### src/rtl/incubator_ctrl_param.sv
// Incubator climate controller: hysteresis FSM with anti-short-cycle dwell timer, sticky alarm.
// Define INCUBATOR_FAULT_SAFE_EN to force the FSM idle and the actuators off while the alarm is set.
module incubator_ctrl_param #(
  parameter int unsigned TW        = 8,
  parameter int          HEAT_ON   = 15,
  parameter int          HEAT_OFF  = 30,
  parameter int          COOL_ON   = 35,
  parameter int          COOL_OFF  = 25,
  parameter int          FAN_STEP1 = 40,
  parameter int          FAN_STEP2 = 45,
  parameter int unsigned MIN_DWELL = 4,
  parameter int          ALARM_HI  = 60,
  parameter int          ALARM_LO  = -5
) (
  input  logic                 clk,
  input  logic                 rstN,
  input  logic signed [TW-1:0] T,
  input  logic                 en,
  input  logic                 alarm_clr,
  output logic                 Heater,
  output logic                 Cooler,
  output logic [3:0]           CRS,
  output logic                 OUT,
  output logic [1:0]           state,
  output logic                 alarm
);

  localparam logic [1:0] ST_IDLE = 2'b00;
  localparam logic [1:0] ST_HEAT = 2'b01;
  localparam logic [1:0] ST_COOL = 2'b10;

  localparam int unsigned DW = (MIN_DWELL > 0) ? $clog2(MIN_DWELL + 1) : 1;

  localparam logic signed [TW-1:0] L_HEAT_ON   = TW'(HEAT_ON);
  localparam logic signed [TW-1:0] L_HEAT_OFF  = TW'(HEAT_OFF);
  localparam logic signed [TW-1:0] L_COOL_ON   = TW'(COOL_ON);
  localparam logic signed [TW-1:0] L_COOL_OFF  = TW'(COOL_OFF);
  localparam logic signed [TW-1:0] L_FAN_STEP1 = TW'(FAN_STEP1);
  localparam logic signed [TW-1:0] L_FAN_STEP2 = TW'(FAN_STEP2);
  localparam logic signed [TW-1:0] L_ALARM_HI  = TW'(ALARM_HI);
  localparam logic signed [TW-1:0] L_ALARM_LO  = TW'(ALARM_LO);

  logic [1:0]    r_state;
  logic [1:0]    w_state_d;
  logic [DW-1:0] r_dwell;
  logic [DW-1:0] w_dwell_d;
  logic [3:0]    r_crs;
  logic [3:0]    w_crs_d;
  logic          r_alarm;
  logic          w_alarm_d;
  logic          w_dwell_ok;
  logic          w_force_idle;
  logic          w_alarm_set;
  logic          w_act_off;

  assign w_dwell_ok  = (r_dwell == DW'(MIN_DWELL));
  assign w_alarm_set = (T > L_ALARM_HI) || (T < L_ALARM_LO);
  assign w_alarm_d   = w_alarm_set | (r_alarm & ~alarm_clr);

`ifdef INCUBATOR_FAULT_SAFE_EN
  assign w_force_idle = ~en | r_alarm;
  assign w_act_off    = r_alarm;
`else
  assign w_force_idle = ~en;
  assign w_act_off    = 1'b0;
`endif

  always_comb begin
    w_state_d = r_state;
    case (r_state)
      ST_IDLE: begin
        if (w_dwell_ok) begin
          if (T < L_HEAT_ON)      w_state_d = ST_HEAT;
          else if (T > L_COOL_ON) w_state_d = ST_COOL;
        end
      end
      ST_HEAT: if (w_dwell_ok && (T >= L_HEAT_OFF)) w_state_d = ST_IDLE;
      ST_COOL: if (w_dwell_ok && (T <= L_COOL_OFF)) w_state_d = ST_IDLE;
      default: w_state_d = ST_IDLE;
    endcase
    // Disable/fault override bypasses the dwell timer entirely
    if (w_force_idle) w_state_d = ST_IDLE;
  end

  always_comb begin
    w_dwell_d = r_dwell;
    if (w_force_idle || (w_state_d != r_state)) w_dwell_d = '0;
    else if (!w_dwell_ok)                       w_dwell_d = r_dwell + DW'(1);
  end

  // Fan speed follows T every cycle in COOL, independent of dwell gating
  always_comb begin
    w_crs_d = 4'd0;
    if (w_state_d == ST_COOL) begin
      if (T > L_FAN_STEP2)      w_crs_d = 4'd8;
      else if (T > L_FAN_STEP1) w_crs_d = 4'd6;
      else                      w_crs_d = 4'd4;
    end
  end

  always_ff @(posedge clk or negedge rstN) begin
    if (!rstN) begin
      r_state <= ST_IDLE;
      r_dwell <= '0;
      r_crs   <= 4'd0;
      r_alarm <= 1'b0;
    end else begin
      r_state <= w_state_d;
      r_dwell <= w_dwell_d;
      r_crs   <= w_crs_d;
      r_alarm <= w_alarm_d;
    end
  end

  assign Heater = (r_state == ST_HEAT) & ~w_act_off;
  assign Cooler = (r_state == ST_COOL) & ~w_act_off;
  assign CRS    = w_act_off ? 4'd0 : r_crs;
  assign OUT    = Heater | Cooler;
  assign state  = r_state;
  assign alarm  = r_alarm;

endmodule
### config.mk
export PLATFORM = sky130hd
export DESIGN_NAME = incubator_ctrl_param
export DESIGN_NICKNAME = d
export VERILOG_FILES = /design/src/rtl/incubator_ctrl_param.sv
export SDC_FILE = /design/constraint.sdc
export NUM_CORES = 1
export LEC_CHECK = 0
export BUFFER_PORTS_ARGS = -buffer_cell sky130_fd_sc_hd__buf_2
export CAP_MARGIN = 15
export CORE_ASPECT_RATIO = 1.25
export CORE_MARGIN = 4
export CORE_UTILIZATION = 30
export DETAILED_ROUTE_END_ITERATION = 12
export PLACE_DENSITY = 0.57
export SLEW_MARGIN = 20
export SYNTH_ARGS = -nofsm -noshare
export SYNTH_HDL_FRONTEND = slang
export SYNTH_SLANG_ARGS = --single-unit
### constraint.sdc
create_clock -name clk -period 2 [get_ports clk]
set_input_delay 0.2 -clock clk [delete_from_list [all_inputs] [get_ports clk]]
set_output_delay 0.2 -clock clk [all_outputs]
set_load 0.05 [all_outputs]
==> results.md, run 1 <==
* Status: finished, final reports clean
* Pleak at 0.451 nW
* Drt via density at roughly 5.3
* Ports at 22
* Final WS setup at around 170 ps
* P_sw at 0.000244 W
* Compound-cell area share of the yosys netlist at 27.1%
* Adder-cell share of the synthesized area at 9.39%
* Peak supply drop at just under 0.3 mV
* PD cells at 625 nW/um2
* Distinct cells, synth at 42
* H-Tree Depth at 1
* Root Driver: clkbuf_4
* Worst flop-to-flop path startpoint: r_dwell[0]
* Overall routing resource usage at 12.0%
* Initial antenna violation count at 0
* Fmax at ~550 MHz
* Initial Util at 32.0%
* Skew-Pair Late Insertion Delay at 260 ps
* Multiplexer share of the synthesized area at around 1.3%
* Layout cells sized above 1 at 36.5%
* N_diodes at 0
* Initial DRC Count at 16
* Yosys warnings at 0
* Syn Area/Cell at around 9 um2
* Die W at 54.2 um
* Simple-gate portion of the synthesized area at 26.6%
* Dominant synthesized flop cell: dfrtp_1
* Maximum buffer depth of the clock tree at 2
* CP bufs+invs at 1
* Required @ worst endpoint at 2140 ps
* Vias at around 780
* Tmin final at about 1800 ps
* Crit path max-delay family: simple AND/OR/NAND/NOR gates
* Most common cell in the netlist: dfrtp_1
* Postcts setup bufs at 0
* Detailed Routing Iterations Pass 1 at 4
* Detailed placement HPWL at 1580 um
* EDFF count, synth at 0
* Logic pwr share at between 40% and 50%
* First-pass GRT wire length at between 3000 and 4000 um
* Layout Utilization at 39.5%
* Yosys top cell by area: dfrtp_1
* Switching share of power at 39.5%
* R2r worst-path depth at 7
* Synth area leaders: dfrtp_1 (28%), ha_1 (9.4%), nor3_1 (3.8%), inv_1 (3.8%), a22oi_2 (3.1%)
* Worst R2R End: CRS[1]
* Crit end category: flop
* Die height at 65.7 um
* Final setup fails at 0
* Post-synth ARST share at 100%
* Cell count after synthesis at 91
* Synth Area in XOR/XNOR at under 10%
* Core Footprint at 2500 um2
* RD Place Congestion at 0.792
* Clk pwr share at around 22%
* Clock transition at path regs at 60 ps
* Max-cap violations at 0
* Reg2Reg Setup Slack at 170 ps
* DRC violations left at 0
* Seq cells post-synth at 9
* Setup CP Type: reg2reg
* Worst Clk Skew at 4.97 ps
* Routed wire length at 1980 um
* Share of the synthesized area in the top cell type at between 20% and 30%
* Worst Hold Class: in2reg
* Syn Std Cell Area at between 700 and 800 um2
* Hold Violations, Final at 0
* Vias in the first global route at 748
* Critical Path Source: r_dwell[0]
* Worst path arrival time at 1970 ps
* Post-synth top cells: dfrtp_1 (9), inv_1 (8), ha_1 (6), nor3_1 (6)
* Worst path cell trace: inv_1 > ha_2 > nand4bb_1 > o221ai_2 > a21o_2 > nand3_2 > nor4b_1
* Largest family of logic cells by synthesized area: compound AO/OA/AOI/OAI gates
* CTS Sinks at 9
* Setup WS pre-CTS at roughly 150 ps
* Largest net degree at the start of global routing at 10
* CTS tree: built
* CP max stage delay at just over 400 ps
* CP max FO at 7
* Total grt overflow at 0
* Antenna-violating nets left at 0
* CP max stage cell: dfrtp_1
* Layout area overhead at 23.6%
* Stages on the worst setup path at 7
* Worst setup path end: CRS[1]
* Power Total at 0.000618 W
* Die area at 3560 um2
* Final Max Slew Viols at 0
* Startpoint types: flop
* Post-route clock period utilization at between 90% and 100%
* Port bufs at 20
* Post-Synthesis Net Count at 109
* Hold WS at 172 ps
* Final #Nets at 134
* TritonCTS buffer count at 3
* Routed len/inst at 13.3 um
* Final setup TNS at 0 ps
* Num rows at 20
* Cell-internal power at ~0.00037 W
* Sequential power share at 36.8%
* Post-synthesis sequential area ratio at 28.2%
power groups by stage:
stage                     Combinational, W  Sequential (W)  Clock (W)
after floorplan                   0.000168        0.000243          0
after global placement            0.000243        0.000228          0
after detailed placement          0.000246        0.000231          0
after CTS                         0.000248        0.000228   0.000142
after global routing              0.000284        0.000230   0.000152
final                             0.000253        0.000227   0.000138
final cells by class:
class	instances	area (um2)
repair buffers	23	125
clock buffers	4	26.3
fillers	283	1510
flip-flops and latches	9	228
inverters	8	30.0
multi-input cells	71	538
well taps	33	41.3
cells by family (layout without fill, tap and decap cells):
| group | Yosys count | after routing |
|---|---|---|
| compound gates | 27 | 27 |
| simple gates | 35 | 35 |
| other cells | 1 | 1 |
| xor+xnor | 1 | 1 |
| flops | 9 | 9 |
| buf+inv | 11 | 35 |
| fa+ha+maj | 6 | 6 |
| mux | 1 | 1 |
how the worst min path moves through the flow:
stage	startpoint	to	slack [ps]	cells after the start
after detailed placement	rstN	CRS[1]	60	1
after global routing	alarm_clr	alarm	180	2
after global placement	rstN	CRS[2]	60	1
after CTS	alarm_clr	alarm	170	2
after floorplan	rstN	CRS[1]	-100	0
final	alarm_clr	alarm	170	2
flip-flops by register name, summed over array words and instances, names as in the netlist:
name	cells
alarm	1
r_dwell	3
state	2
CRS	3
per-stage QoR:
stage	cell area (um2)	cells
after global routing	988	148
after detailed placement	943	143
after global placement	943	143
final	988	148
after floorplan	805	91
after CTS	980	148
worst register-to-register path, cell delays in order (launching register included):
cell and delay (ps):
dfrtp_1 410, inv_1 70, ha_2 240, nand4bb_1 140, o221ai_2 240, a21o_2 180
nand3_2 90, nor4b_1 340
repair_timing:
item                                   CTS  global route
hold buffers                             1             0
setup endpoints to repair                0             4
resized for setup                        0             2
endpoints found under the hold margin    9             0
placed cells by master, fill, tap and decap left out, types with 2 or more instances in the layout:
cell type / n
nor2_1: 4
nand3b_1: 2
nor3_1: 6
a21oi_1: 4
nand3_1: 2
nor4_1: 2
nand2_1: 5
ha_2: 2
dfrtp_1: 7
nand2b_1: 3
dfrtp_2: 2
a22oi_2: 2
a31oi_1: 3
ha_1: 4
o21ai_0: 5
nand4_1: 2
buf_4: 2
buf_2: 20
inv_1: 8
clkbuf_4: 3
layer usage:
layer / wire, um / vias up / track usage (%)
met1: 829 / 376 / 14.1
met3: 78 / 0 / 1.81
met5: 0 / - / 0
met4: 0 / 0 / 3.74
li1: - / 389 / -
met2: 1070 / 19 / 21.3
Power figures use the tool's default switching activity.
==> run 2, diff against run 1 <==
--- a/config.mk
+++ b/config.mk
@@ -5,7 +5,7 @@
 export SDC_FILE = /design/constraint.sdc
 export NUM_CORES = 1
 export LEC_CHECK = 0
-export BUFFER_PORTS_ARGS = -buffer_cell sky130_fd_sc_hd__buf_2
+export BUFFER_PORTS_ARGS = -buffer_cell sky130_fd_sc_hd__buf_4
 export CAP_MARGIN = 15
 export CORE_ASPECT_RATIO = 1.25
 export CORE_MARGIN = 4
==> run 2 against run 1 <==
Cell count unchanged. Via count up 1.3%. Sequential share of layout area down 0.98 points. Count of clock-buffer cells in the layout unchanged. Routed wire length up 1.1%. Worst hold slack worse by 1.9 ps. Fmax up 3.0%. Non-clock buffer count unchanged. Final area up 4.4%. Power up 1.3%. Clock power about the same. Global-route usage about the same. Largest power group unchanged.
==> results.md, run 2 (synthesis gave the netlist of run 1 again) <==
* Final WS setup at 223 ps (was 169 ps)
* Final setup TNS at 0 ps (unchanged)
* Die W at 54.2 um (unchanged)
* Reg2Reg Setup Slack at 220 ps (was 170 ps)
* Status: finished, final reports clean (unchanged)
* Worst Hold Class: in2reg (unchanged)
* Max-cap violations at 0 (unchanged)
* RSZ-0062 raised after global routing: false
* Worst flop-to-flop path startpoint: r_dwell[0] (unchanged)
* Setup CP Type: reg2reg (unchanged)
* Final Max Slew Viols at 0 (unchanged)
* Die area at 3560 um2 (unchanged)
* CP max stage delay at 400 ps (was 410 ps)
* Final #Nets at 134 (unchanged)
* Switching share of power at 38.4% (was 39.5%)
* PD cells at 606 nW/um2 (was 625 nW/um2)
* Worst Clk Skew at 4.02 ps (was 4.97 ps)
* Largest net degree at the start of global routing at 10 (unchanged)
* CP bufs+invs at 1 (unchanged)
* Drt via density at 5.36 (was 5.30)
* DRC violations left at 0 (unchanged)
* CTS Sinks at 9 (unchanged)
* Layout cells sized above 1 at 35.7% (was 36.5%)
* Clk pwr share at 21.5% (was 22.3%)
* Ports at 22 (unchanged)
* Total grt overflow at 0 (unchanged)
* Initial DRC Count at 25 (was 16)
* Fin cells at 148 (unchanged)
* Setup WS pre-CTS at 200 ps (was 147 ps)
* Initial antenna violation count at 0 (unchanged)
* Core Footprint at 2500 um2 (unchanged)
* Detailed placement HPWL at 1580 um (about the same)
* RD Place Congestion at 0.795 (was 0.792)
* Power Total at 0.000626 W (was 0.000618 W)
* Vias in the first global route at 725 (was 748)
* Filler cell count at 260 (was 283)
* Most frequent cells in the layout: buf_4 (22), inv_1 (8), dfrtp_1 (7) (was buf_2 (20), inv_1 (8), dfrtp_1 (7))
* Initial Util at 32.0% (unchanged)
* N_diodes at 0 (unchanged)
* Detailed Routing Iterations Pass 1 at 5 (was 4)
* Final setup fails at 0 (unchanged)
* Hold wc startpoint: alarm_clr (unchanged)
* Cell-internal power at 0.000385 W (was 0.000374 W)
* Hold Path End: alarm (unchanged)
* CTS tree: built (unchanged)
* Post-route clock period utilization at 88.8% (was 91.5%)
* Worst path cell trace: inv_1 > ha_2 > nand2_2 > o221ai_2 > a21o_2 > nand3_2 > nor4b_1 (was inv_1 > ha_2 > nand4bb_1 > o221ai_2 > a21o_2 > nand3_2 > nor4b_1)
* Logic pwr share at 42.4% (was 40.9%)
* Hold path cells at 2 (unchanged)
* Worst R2R End: CRS[1] (unchanged)
* Pleak at 0.461 nW (was 0.451 nW)
* Startpoint types: flop (unchanged)
* Sequential power share at 36.1% (was 36.8%)
* CP max FO at 7 (unchanged)
* Routed len/inst at 13.5 um (was 13.3 um)
* Peak supply drop at 0.278 mV (was 0.293 mV)
* First-pass GRT wire length at 3110 um (was 3200 um)
* Layout Utilization at 41.3% (was 39.5%)
* R2r worst-path depth at 7 (unchanged)
* Port bufs at 20 (unchanged)
* P_sw at 0.000240 W (was 0.000244 W)
* Required @ worst endpoint at 2150 ps (was 2140 ps)
* Die height at 65.7 um (unchanged)
* Commonest non-fill, non-tap cell in the layout: buf_4 (was buf_2)
* Layout area overhead at 29.1% (was 23.6%)
* Vias at 794 (was 784)
* Clock transition at path regs at 60 ps (about the same)
* Crit path max-delay family: simple AND/OR/NAND/NOR gates (unchanged)
* Num rows at 20 (unchanged)
* Root Driver: clkbuf_4 (unchanged)
* H-Tree Depth at 1 (unchanged)
* Cell count after placement at 143 (unchanged)
* Maximum buffer depth of the clock tree at 2 (unchanged)
* Skew-Pair Late Insertion Delay at 250 ps (was 260 ps)
* Tmin final at 1780 ps (was 1830 ps)
* Worst path arrival time at 1920 ps (was 1970 ps)
* Fmax at 563 MHz (was 546 MHz)
* TritonCTS buffer count at 3 (unchanged)
* Hold Violations, Final at 0 (unchanged)
* Overall routing resource usage at 12.0% (about the same)
* Crit end category: flop (unchanged)
* CP max stage cell: dfrtp_1 (unchanged)
* Routed wire length at 2000 um (was 1980 um)
* Antenna-violating nets left at 0 (unchanged)
-- run 2: cell counts in the layout (fill, tap and decap cells not counted) --
No cell type changed its count.
-- run 2: layout make-up --
class / count / area, um2 / share of cell area [%]
Timing Repair Buffer: 23 / 175 / 17.0
Clock buffer: 4 / 26.3 / 2.55
Tap cell: 33 / 41.3 / 4.00
Multi-Input combinational cell: 71 / 532 / 51.5
Inverter: 8 / 30.0 / 2.91
Sequential cell: 9 / 228 / 22.1
-- run 2: power by group through the flow --
stage	Clock (W)	Combinational [W]	Sequential [W]
after floorplan	0	0.000168	0.000243
after global placement	0	0.000256	0.000228
after detailed placement	0	0.000258	0.000229
after CTS	0.000143	0.000262	0.000226
after global routing	0.000161	0.000291	0.000231
final	0.000135	0.000265	0.000226
-- run 2: worst max-delay path by stage --
stage,to,start,cells after the start,slack [ps]
2_1_floorplan,CRS[1],state[0],6,10
3_3_place_gp,CRS[1],state[0],6,180
3_5_place_dp,CRS[1],r_dwell[0],7,200
4_1_cts,CRS[2],r_dwell[0],7,180
5_1_grt,CRS[3],r_dwell[0],7,70
6_report,CRS[1],r_dwell[0],7,220
-- run 2: repair_timing --
item / in CTS / in global routing
hold buffers: 1 / 0
endpoints found under the setup margin: 0 / 1
hold endpoints to repair: 9 / 0
setup buffers: 0 / 0
gates resized for setup: 0 / 1
-- run 2: metal layers --
layer / routed length, um / track usage (%) / up-vias
li1: - / - / 389
met1: 821 / 14.3 / 378
met2: 1060 / 20.1 / 25
met3: 90 / 2.72 / 2
met4: 21 / 4.98 / 0
met5: 0 / 0 / -
-- run 2: worst reg2reg max path, delay by kind of cell (launching register included) --
family          cells  cell delay [ps]
simple gates        3              520
compound gates      2              430
flops               1              400
buf+inv             1               70
fa+ha+maj           1              240
-- run 2: through the flow --
| step | hold slack [ps] | cell area [um2] |
|---|---|---|
| after floorplan | -95.6 | 805 |
| after global placement | 28.8 | 993 |
| after detailed placement | 31.6 | 993 |
| after CTS | 161 | 1030 |
| after global routing | 141 | 1030 |
| final | 170 | 1030 |
